File: config.mk
export PLATFORM = sky130hd
export DESIGN_NAME = uart8_receiver_os
export DESIGN_NICKNAME = d
export VERILOG_FILES = /design/src/rtl/uart8_receiver_os.sv
export SDC_FILE = /design/constraint.sdc
export NUM_CORES = 1
export LEC_CHECK = 0
export CORE_MARGIN = 4
export CORE_UTILIZATION = 55
export DETAILED_ROUTE_END_ITERATION = 8
export GPL_ROUTABILITY_DRIVEN = 0
export PLACE_DENSITY = 0.77
export SETUP_SLACK_MARGIN = 0.4
export SKIP_LAST_GASP = 1
export SYNTH_ARGS = -nofsm -noshare
export SYNTH_HDL_FRONTEND = slang
export SYNTH_SLANG_ARGS = --single-unit
File: constraint.sdc
create_clock -name clk -period 2.3 [get_ports clk]
set_clock_uncertainty 0.15 [all_clocks]
set_input_delay 0.23 -clock clk [delete_from_list [all_inputs] [get_ports clk]]
set_output_delay 0.23 -clock clk [all_outputs]
set_load 0.005 [all_outputs]
File: src/rtl/uart8_receiver_os.sv
`default_nettype none
// ============================================================================
// Module   : uart8_receiver_os
// Brief    : 8N1 UART receiver on an OVERSAMPLE x baud clock; centre-sampled
//            bits, one-cycle done strobe and framing-error flag.
// Revision : 1.0  initial release
// ============================================================================
module uart8_receiver_os #(
    parameter int OVERSAMPLE  = 16,
    parameter int SYNC_STAGES = 2
) (
    input  logic       clk,
    input  logic       rst_n,
    input  logic       en,
    input  logic       in,
    output logic [7:0] out,
    output logic       busy,
    output logic       done,
    output logic       err
);

    localparam int                  c_tick_w    = (OVERSAMPLE > 1) ? $clog2(OVERSAMPLE) : 1;
    localparam logic [c_tick_w-1:0] c_tick_last = c_tick_w'(OVERSAMPLE - 1);
    localparam logic [c_tick_w-1:0] c_tick_half = c_tick_w'(OVERSAMPLE / 2 - 1);

    typedef enum logic [2:0] {
        ST_RESET = 3'd0,
        ST_IDLE  = 3'd1,
        ST_START = 3'd2,
        ST_DATA  = 3'd3,
        ST_STOP  = 3'd4,
        ST_BREAK = 3'd5
    } state_t;

    state_t                   r_state;
    logic [SYNC_STAGES-1:0]   r_sync;
    logic                     r_rx_prev;
    logic [c_tick_w-1:0]      r_tick;
    logic [2:0]               r_bit;
    logic [7:0]               r_shift;
    logic [7:0]               r_out;
    logic                     r_busy;
    logic                     r_done;
    logic                     r_err;
    logic                     w_rx_s;

    assign w_rx_s = r_sync[SYNC_STAGES-1];
    assign out    = r_out;
    assign busy   = r_busy;
    assign done   = r_done;
    assign err    = r_err;

    always_ff @(posedge clk or negedge rst_n) begin
        if (!rst_n) begin
            r_sync    <= '1;
            r_rx_prev <= 1'b1;
            r_state   <= ST_RESET;
            r_tick    <= '0;
            r_bit     <= '0;
            r_shift   <= '0;
            r_out     <= '0;
            r_busy    <= 1'b0;
            r_done    <= 1'b0;
            r_err     <= 1'b0;
        end else begin
            r_sync    <= {r_sync[SYNC_STAGES-2:0], in};
            r_rx_prev <= w_rx_s;
            r_done    <= 1'b0;
            if (!en) begin
                // Partial frame is dropped; out and err keep their last values.
                r_state <= ST_RESET;
                r_busy  <= 1'b0;
            end else begin
                case (r_state)
                    ST_RESET: begin
                        r_busy  <= 1'b0;
                        r_state <= ST_IDLE;
                    end
                    ST_IDLE: begin
                        if (!w_rx_s && r_rx_prev) begin
                            r_tick  <= '0;
                            r_busy  <= 1'b1;
                            r_state <= ST_START;
                        end
                    end
                    ST_START: begin
                        if (r_tick == c_tick_half) begin
                            r_tick <= '0;
                            if (!w_rx_s) begin
                                r_err   <= 1'b0;
                                r_bit   <= '0;
                                r_state <= ST_DATA;
                            end else begin
                                r_busy  <= 1'b0;
                                r_state <= ST_IDLE;
                            end
                        end else begin
                            r_tick <= r_tick + 1'b1;
                        end
                    end
                    ST_DATA: begin
                        if (r_tick == c_tick_last) begin
                            r_tick  <= '0;
                            r_shift <= {w_rx_s, r_shift[7:1]};
                            r_bit   <= r_bit + 3'd1;
                            if (r_bit == 3'd7) begin
                                r_state <= ST_STOP;
                            end
                        end else begin
                            r_tick <= r_tick + 1'b1;
                        end
                    end
                    ST_STOP: begin
                        if (r_tick == c_tick_last) begin
                            r_tick <= '0;
                            r_out  <= r_shift;
                            r_done <= 1'b1;
                            r_busy <= 1'b0;
                            if (w_rx_s) begin
                                r_err   <= 1'b0;
                                r_state <= ST_IDLE;
                            end else begin
                                r_err   <= 1'b1;
                                r_state <= ST_BREAK;
                            end
                        end else begin
                            r_tick <= r_tick + 1'b1;
                        end
                    end
                    ST_BREAK: begin
                        // Hold off start detection until the line has returned high.
                        if (w_rx_s) begin
                            r_state <= ST_IDLE;
                        end
                    end
                    default: begin
                        r_busy  <= 1'b0;
                        r_state <= ST_RESET;
                    end
                endcase
            end
        end
    end

endmodule
`default_nettype wire

After elaboration in Yosys (flattened, before gate mapping)
Index checks and enable logic that the tools add are counted.
- add/sub/neg operators: 2
- equal/unequal tests: 21
- muxes and demuxes: 32
- reduce and logical (&&, ||, !) cells: 15
- operators by type and width (cell ; number):
    3-bit two-way mux ; 11
    3-bit inequality test (second input constant) ; 7
    3-bit case mux with 6 select lines ; 1
    5-bit AND reduction ; 3
    1-bit two-way mux ; 12
    4-bit two-way mux ; 3
    2-bit inequality test (second input constant) ; 6
    4-bit case mux with 3 select lines ; 1
    3-bit equality test (second input constant) ; 3
    3-bit AND reduction ; 3
    3-bit by 2-bit equality test with 1-bit output (second input constant) ; 2
    3-bit case mux with 2 select lines ; 1
    6-bit AND reduction ; 1
    4-bit by 1-bit adder with 4-bit output (second input constant) ; 1
    4-bit by 3-bit equality test with 1-bit output (second input constant) ; 1
    4-bit equality test (second input constant) ; 1
    1-bit case mux with 4 select lines ; 1
    2-bit nonzero test ; 2
    2-bit OR reduction ; 2
    3-bit by 1-bit adder with 3-bit output (second input constant) ; 1
    3-bit by 1-bit equality test with 1-bit output (second input constant) ; 1
    3-bit zero test ; 1
    3-bit nonzero test ; 1
    2-bit two-way mux ; 1
    3 further kinds ; 3
- register bits: 32
- output and inout bits: 11
- word-level logic and storage cells: 80

Depth between registers and ports, before layout
Gate-level depths: netlist (run 1).
- word-level depth: 5
- gate-level depth with buffers: 8
- gate-level depth less buffers: 6

Worst setup path before layout (run 1)
OpenSTA, ideal clock, no wires.
- path type: reg-to-reg
- start: reg r_tick[0]
- end: reg r_bit[0]
- library setup time: 0.087 ns
- arrival: 1.563 ns
- data required time: 2.063 ns
- setup slack: 0.501 ns
- stages on the path, launching flop included: 8
- path buffers: 2
- clock period less this slack: 1.799 ns
- cells stage by stage: dfrtp_1 -> ha_1 -> and2_4 -> and4_1 -> buf_2 -> and2_1 -> buf_2 -> a211oi_2
- cells in the longest elaborated chain, start to end: 3
- ends and longest elaborated chain (item ; RTL line ; source):
    start: declaration ; 38 ; logic [c_tick_w-1:0] r_tick;
    start signal: assignment ; 98 ; r_tick <= r_tick + 1'b1;
    start signal: assignment ; 110 ; r_tick <= r_tick + 1'b1;
    start signal: assignment ; 127 ; r_tick <= r_tick + 1'b1;
    4-bit equality test or 4-bit by 3-bit equality test with 1-bit output (tied branches) ; 102, 87 ;
    2-bit inequality test (no source line) ; -- ;
    5-bit AND reduction (no source line) (*) ; -- ;
    end signal: assignment ; 105 ; r_bit <= r_bit + 3'd1;
    end: declaration ; 39 ; logic [2:0] r_bit;
Mark *: on every way between the ends. The rest lies on a longest branch, timed or not.
A chain may end at the register's enable or synchronous reset.

Worst setup path in the final report (run 1)
Ends and elaborated chain as after synthesis.

==> results of run 1 <==
path summary, 6_finish.rpt:
kind | from | depth (start not counted) | end | slack [ns]
worst max-delay path | r_tick[0] | 5 | r_bit[0] | 0.44
worst min-delay path | rst_n | 2 | r_shift[4] | 0.13
worst max register to register | r_tick[0] | 5 | r_bit[0] | 0.44
worst min register to register | r_sync[0] | 0 | r_sync[1] | 0.21
max in group asynchronous | rst_n | 2 | r_sync[0] | 1.52
min in group clk | in | 1 | r_sync[0] | 0.17
cells in the final DEF (no fill, tap or decap), types with 2 or more instances in the layout:
cell type / count
ha_1: 3
nand3_1: 4
and2b_1: 2
dfrtp_2: 2
nor2_1: 10
a211oi_2: 2
nand2b_1: 2
dfrtp_1: 27
dfstp_2: 3
buf_4: 9
nand2_4: 2
clkbuf_4: 5
mux2_4: 8
a311oi_1: 2
a21oi_1: 9
nand3b_1: 2
clkdlybuf4s50_1: 14
a31oi_1: 2
inv_1: 5
o22ai_1: 2
o21ai_1: 2
o21ai_0: 7
nand2_1: 30
worst max-delay path: cells and delay by family (launching register included):
kind / cells / cell delay, ns
adders and majority gates: 1 / 0.24
and+or+nand+nor: 3 / 0.75
AOI/OAI and AO/OA: 1 / 0.22
DFF: 1 / 0.42
sequential cells by signal (all words and copies together) (netlist names):
| signal | cells |
|---|---|
| r_shift | 8 |
| r_tick | 4 |
| err | 1 |
| r_bit | 3 |
| r_state | 3 |
| r_sync | 2 |
| busy | 1 |
| r_rx_prev | 1 |
| out | 8 |
| done | 1 |
layout make-up:
class / count / area, um^2 / area share [%]
clock buffer: 5 / 37.5 / 1.96
clock inverter: 3 / 42.5 / 2.22
timing repair buffer: 23 / 208 / 10.8
inverter: 6 / 22.5 / 1.17
tap: 31 / 38.8 / 2.02
multi-input combinational: 111 / 761 / 39.7
sequential: 32 / 807 / 42.1
timing repair:
| item | CTS | global route |
|---|---|---|
| gates resized for setup | 2 | 4 |
| setup buffers | 0 | 5 |
| endpoints found under the setup margin | 12 | 20 |
per-stage QoR:
stage	instance area [um^2]	total power [W]	hold slack, ns
floorplan	1630	0.000649	-0.216
global placement	1790	0.000680	0.199
detailed placement	1790	0.000684	0.201
CTS	1870	0.00110	0.143
global route	1920	0.00114	0.159
finish	1920	0.00110	0.132
power by group:
group          leakage [nW]   total, W  internal (W)  switching, W
clock network        0.0412   0.000421      0.000227      0.000194
registers             0.431   0.000593      0.000576     0.0000171
logic                 0.469  0.0000829     0.0000355     0.0000474
total                 0.941    0.00110      0.000838      0.000259
routing by layer:
layer  global-route usage [%]  part of all wire (%)  wire length, um
met5                        0                     0                0
met4                     4.96                  0.79               26
met3                     5.76                   4.5              149
met2                     27.3                    48             1570
met1                     22.5                    47             1540
logic make-up (layout without fill, tap and decap cells):
kind of cell,after synthesis,after routing,share of synthesized area [%]
mux,9,9,7.98
fa+ha+maj,3,3,2.30
buf+inv,15,37,4.68
simple gates,63,63,19.7
compound gates,36,36,16.0
flops,32,32,49.3
==> flow_summary.toml, run 1 <==
[run_status]
status = "finished, final reports clean"

[grt]
grt_max_degree = 33
grt_antenna_before_repair = 0
grt_pass1_vias = 1161
grt_usage_pct = 17.3
overflow = 0
grt_pass1_wl_um = 5400

[floorplan]
die_x_um = 62.5
die-area_mm2 = 0.00390
fp-row-count = 19
ios = 15
core_mm2 = 0.00281
die_h_um = 62.5
start_util_pct = 58.2

[place]
place_ws_ns = 0.364
dpl.cell_count = 198
io_buffers = 14
hpwl_um = 2220

[timing]
final.setup.tns_ns = 0
drv_slew = 0
tightest_slew_ns = 0.399
finalHoldViolations = 0
maxSlewHeadroom_pct = 73.4
fin_crit_ns = 1.86
worst_slack_ns = 0.439
period_share_pct = 80.9
rsz0062_at_grt = "yes"
fmax_mhz = 537
finalSetupViolCount = 0

[yosys]
synth_common_cells = "nand2_1, dfrtp_1, nor2_1"
synthCells = 158
yosys_warnings = 0
yosysTopAreaCell = "dfrtp_1"
yosysSeqAreaShare_pct = 49.3
post-synth-top-count-cell = "nand2_1"
async_reset_ff_share_pct = 100
synth_ff_type = "dfrtp_1"
ys_types = 45
avgSynthCellArea_um2 = 10.3
synth_edf_count = 0
synth_top_area_share_pct = 44.5
ys_ff_latch = 32
synth_area_leaders = "dfrtp_1, mux2_4, nand2_1"
synth_nets = 165
synth_area_mm2 = 0.00163

[cells_and_area]
areaGrowthSynthToFinish_pct = 17.5
drive_gt1_share_pct = 25.6
final_util_pct = 68.3
nets = 186
diodes = 0
fillers = 214
final_cells = 211

[clock_network]
htreeDepth = 2
clkTransAtPathRegs_ns = 0.11
cts_tree = "done"
cts_root_buf = "clkbuf_4"
hold_buffers = 0
clk_latency_ns = 0.33
cts_sinks = 32
cts_buffer_depth = 2
cts_made_buffers = 5

[worst_setup_path]
startpoint_type = "register"
critical_path_required_ns = 2.39
crit_fanout = 9
path_class = "register to register"
cp_cell_sequence = "ha_1 -> and2_4 -> and4_2 -> and2_2 -> a211oi_2"
arrival_ns = 1.95
slowest_stage = "dfrtp_1"
slowest_delay_ns = 0.42
endpoint_kind = "register"

[drt]
wirelength_um = 3290
initialDrtViolationCount = 60
vias_per_cell = 5.72
num_vias = 1207
drc_errors = 0
wl_per_cell_um = 15.6
first_pass_iters = 4
drtAntennaViolNets = 0

[pwr]
p_leak_nw = 0.941
power_density_mw_per_mm2 = 572
max-vdd-ir-drop_mv = 0.455

[run]
drv_cap = 0

[hold_path]
hp-class = "primary input to async pin"
No activity file was read; power rests on OpenSTA's default activity.
==> run 2: changes to the inputs <==
==> constraint.sdc (replaced) <==
create_clock -name clk -period 1.74 [get_ports clk]
set_clock_uncertainty 0.15 [all_clocks]
set_input_delay 0.174 -clock clk [delete_from_list [all_inputs] [get_ports clk]]
set_output_delay 0.174 -clock clk [all_outputs]
set_load 0.005 [all_outputs]
==> run 2 against run 1 <==
Effect of this change: the flow now finishes with violations (negative setup slack); clock power fell by 4%; register-to-register slack got worse by 0.47 ns; first-iteration DRC count is 48% higher; combinational power rose by 110%; routed wire length is 51% higher; flip-flop and latch count stayed put; critical path depth is 1 higher; utilization rose by 14 points; critical endpoint is now r_tick[3].
==> flow_summary.toml, run 2 (synthesis results as in run 1) <==
[cells_and_area]
nets = 221
diodes = 0
drive_gt1_share_pct = 47.0
mostFrequentLayoutCells = "buf_4, dfrtp_1, nand2_1"
fillers = 165
final_common_cell = "buf_4"
areaGrowthSynthToFinish_pct = 41.2

[drt]
num_vias = 1481
first_pass_iters = 4
wirelength_um = 4950
drtAntennaViolNets = 0
wl_per_cell_um = 20.1
drc_errors = 0
vias_per_cell = 6.02
initialDrtViolationCount = 89

[place]
place_ws_ns = -0.0126
hpwl_um = 2430
io_buffers = 14

[grt]
grt.met1_usage_pct = 25.3
grt_pass1_wl_um = 7050
grt_antenna_before_repair = 0
grt_usage_pct = 23.3
grt_busiest_layer = "met2"
overflow = 0
grt_max_degree = 33
grt_pass1_vias = 1485
use_met3_pct = 8.09
met2_usage_pct = 40.2

[timing]
tightest_slew_ns = 0.401
maxSlewHeadroom_pct = 73.3
worst_slack_ns = -0.0290
drv_slew = 0
period_share_pct = 102
rsz0062_at_grt = "yes"
final.setup.tns_ns = -0.0638
finalSetupViolCount = 4
fmax_mhz = 565
finalHoldViolations = 0
fin_crit_ns = 1.77

[run]
drv_cap = 0

[pwr]
p_clk_share_pct = 29.8
p_sw_w = 0.000364
p_int_w = 0.000997
combPwrFrac_pct = 13.1
seqPwrFrac_pct = 57.1
p_total_w = 0.00136
max-vdd-ir-drop_mv = 0.429
swShare_pct = 26.7
power_density_mw_per_mm2 = 591
p_leak_nw = 1.14

[floorplan]
die_x_um = 62.5
core_mm2 = 0.00281
start_util_pct = 58.2
die_h_um = 62.5
fp-row-count = 19
die-area_mm2 = 0.00390
ios = 15

[worst_setup_path]
startpoint_type = "register"
path_class = "register to register"
crit_fanout = 5
endpoint_kind = "register"
critical_path_required_ns = 1.85
arrival_ns = 1.87

[hold_path]
hp-class = "primary input to async pin"

[clock_network]
cts_tree = "done"
clkTransAtPathRegs_ns = 0.10
cts_root_buf = "clkbuf_4"
cts_sinks = 32
cts_buffer_depth = 2
hold_buffers = 0
cts_made_buffers = 5
htreeDepth = 2
clk_latency_ns = 0.34

[run_status]
violations = "negative setup slack"
status = "complete, but fails checks"
-- run 2: worst max-delay path, cell delays in order, from the launching register on --
cell and delay, ns:
dfrtp_1 0.42, buf_6 0.14, or3b_4 0.43, a21oi_4 0.16
a211o_4 0.15, a21boi_1 0.07, o21ai_1 0.16
-- run 2: cell type report --
cell class | count | area, um^2 | share of cell area (%)
multi-input combinational | 113 | 895 | 38.8
sequential | 32 | 806 | 35.0
timing repair buffer | 56 | 492 | 21.3
clock buffer | 7 | 45.0 | 1.96
tap | 31 | 38.8 | 1.68
inverter | 6 | 22.5 | 0.978
clock inverter | 1 | 5.00 | 0.217
-- run 2: power by group through the flow --
stage               Clock (W)  Combinational [W]  Sequential, W
finish               0.000406           0.000178       0.000777
global route         0.000459           0.000190       0.000779
CTS                  0.000407           0.000157       0.000774
detailed placement          0           0.000137       0.000790
global placement            0           0.000133       0.000789
floorplan                   0          0.0000767       0.000788
-- run 2: final timing paths --
check | end | depth (start not counted) | start | slack [ns]
max reg2reg | r_tick[3] | 6 | r_state[1] | -0.03
min reg2reg | r_sync[1] | 0 | r_sync[0] | 0.22
min in group clk | r_sync[0] | 1 | in | 0.09
max | r_tick[3] | 6 | r_state[1] | -0.03
max in group asynchronous | r_sync[1] | 2 | rst_n | 1.03
min | out[4] | 2 | rst_n | 0.07
-- run 2: what timing repair did --
item	4_1_cts	5_1_grt
pin swaps	16	17
cloned	2	0
setup buffers	17	9
setup endpoints to repair	40	39
resized for setup	30	30
-- run 2: metrics by stage --
step           area [um^2]  hold WS, ns  instances  util (%)
4_1_cts               2160       0.0833        237      77.0
3_3_place_gp          1900        0.197        210      67.8
5_1_grt               2300       0.0695        246      82.1
6_report              2300       0.0717        246      82.1
3_5_place_dp          1900        0.200        210      67.8
2_1_floorplan         1670       -0.272        158         -
-- run 2: layer usage --
metal  share of wire (%)  vias to the layer above
met5                   0                        -
met4                 5.7                        0
met3                 6.1                       29
met2                  50                       85
met1                  38                      707
li1                    -                      660
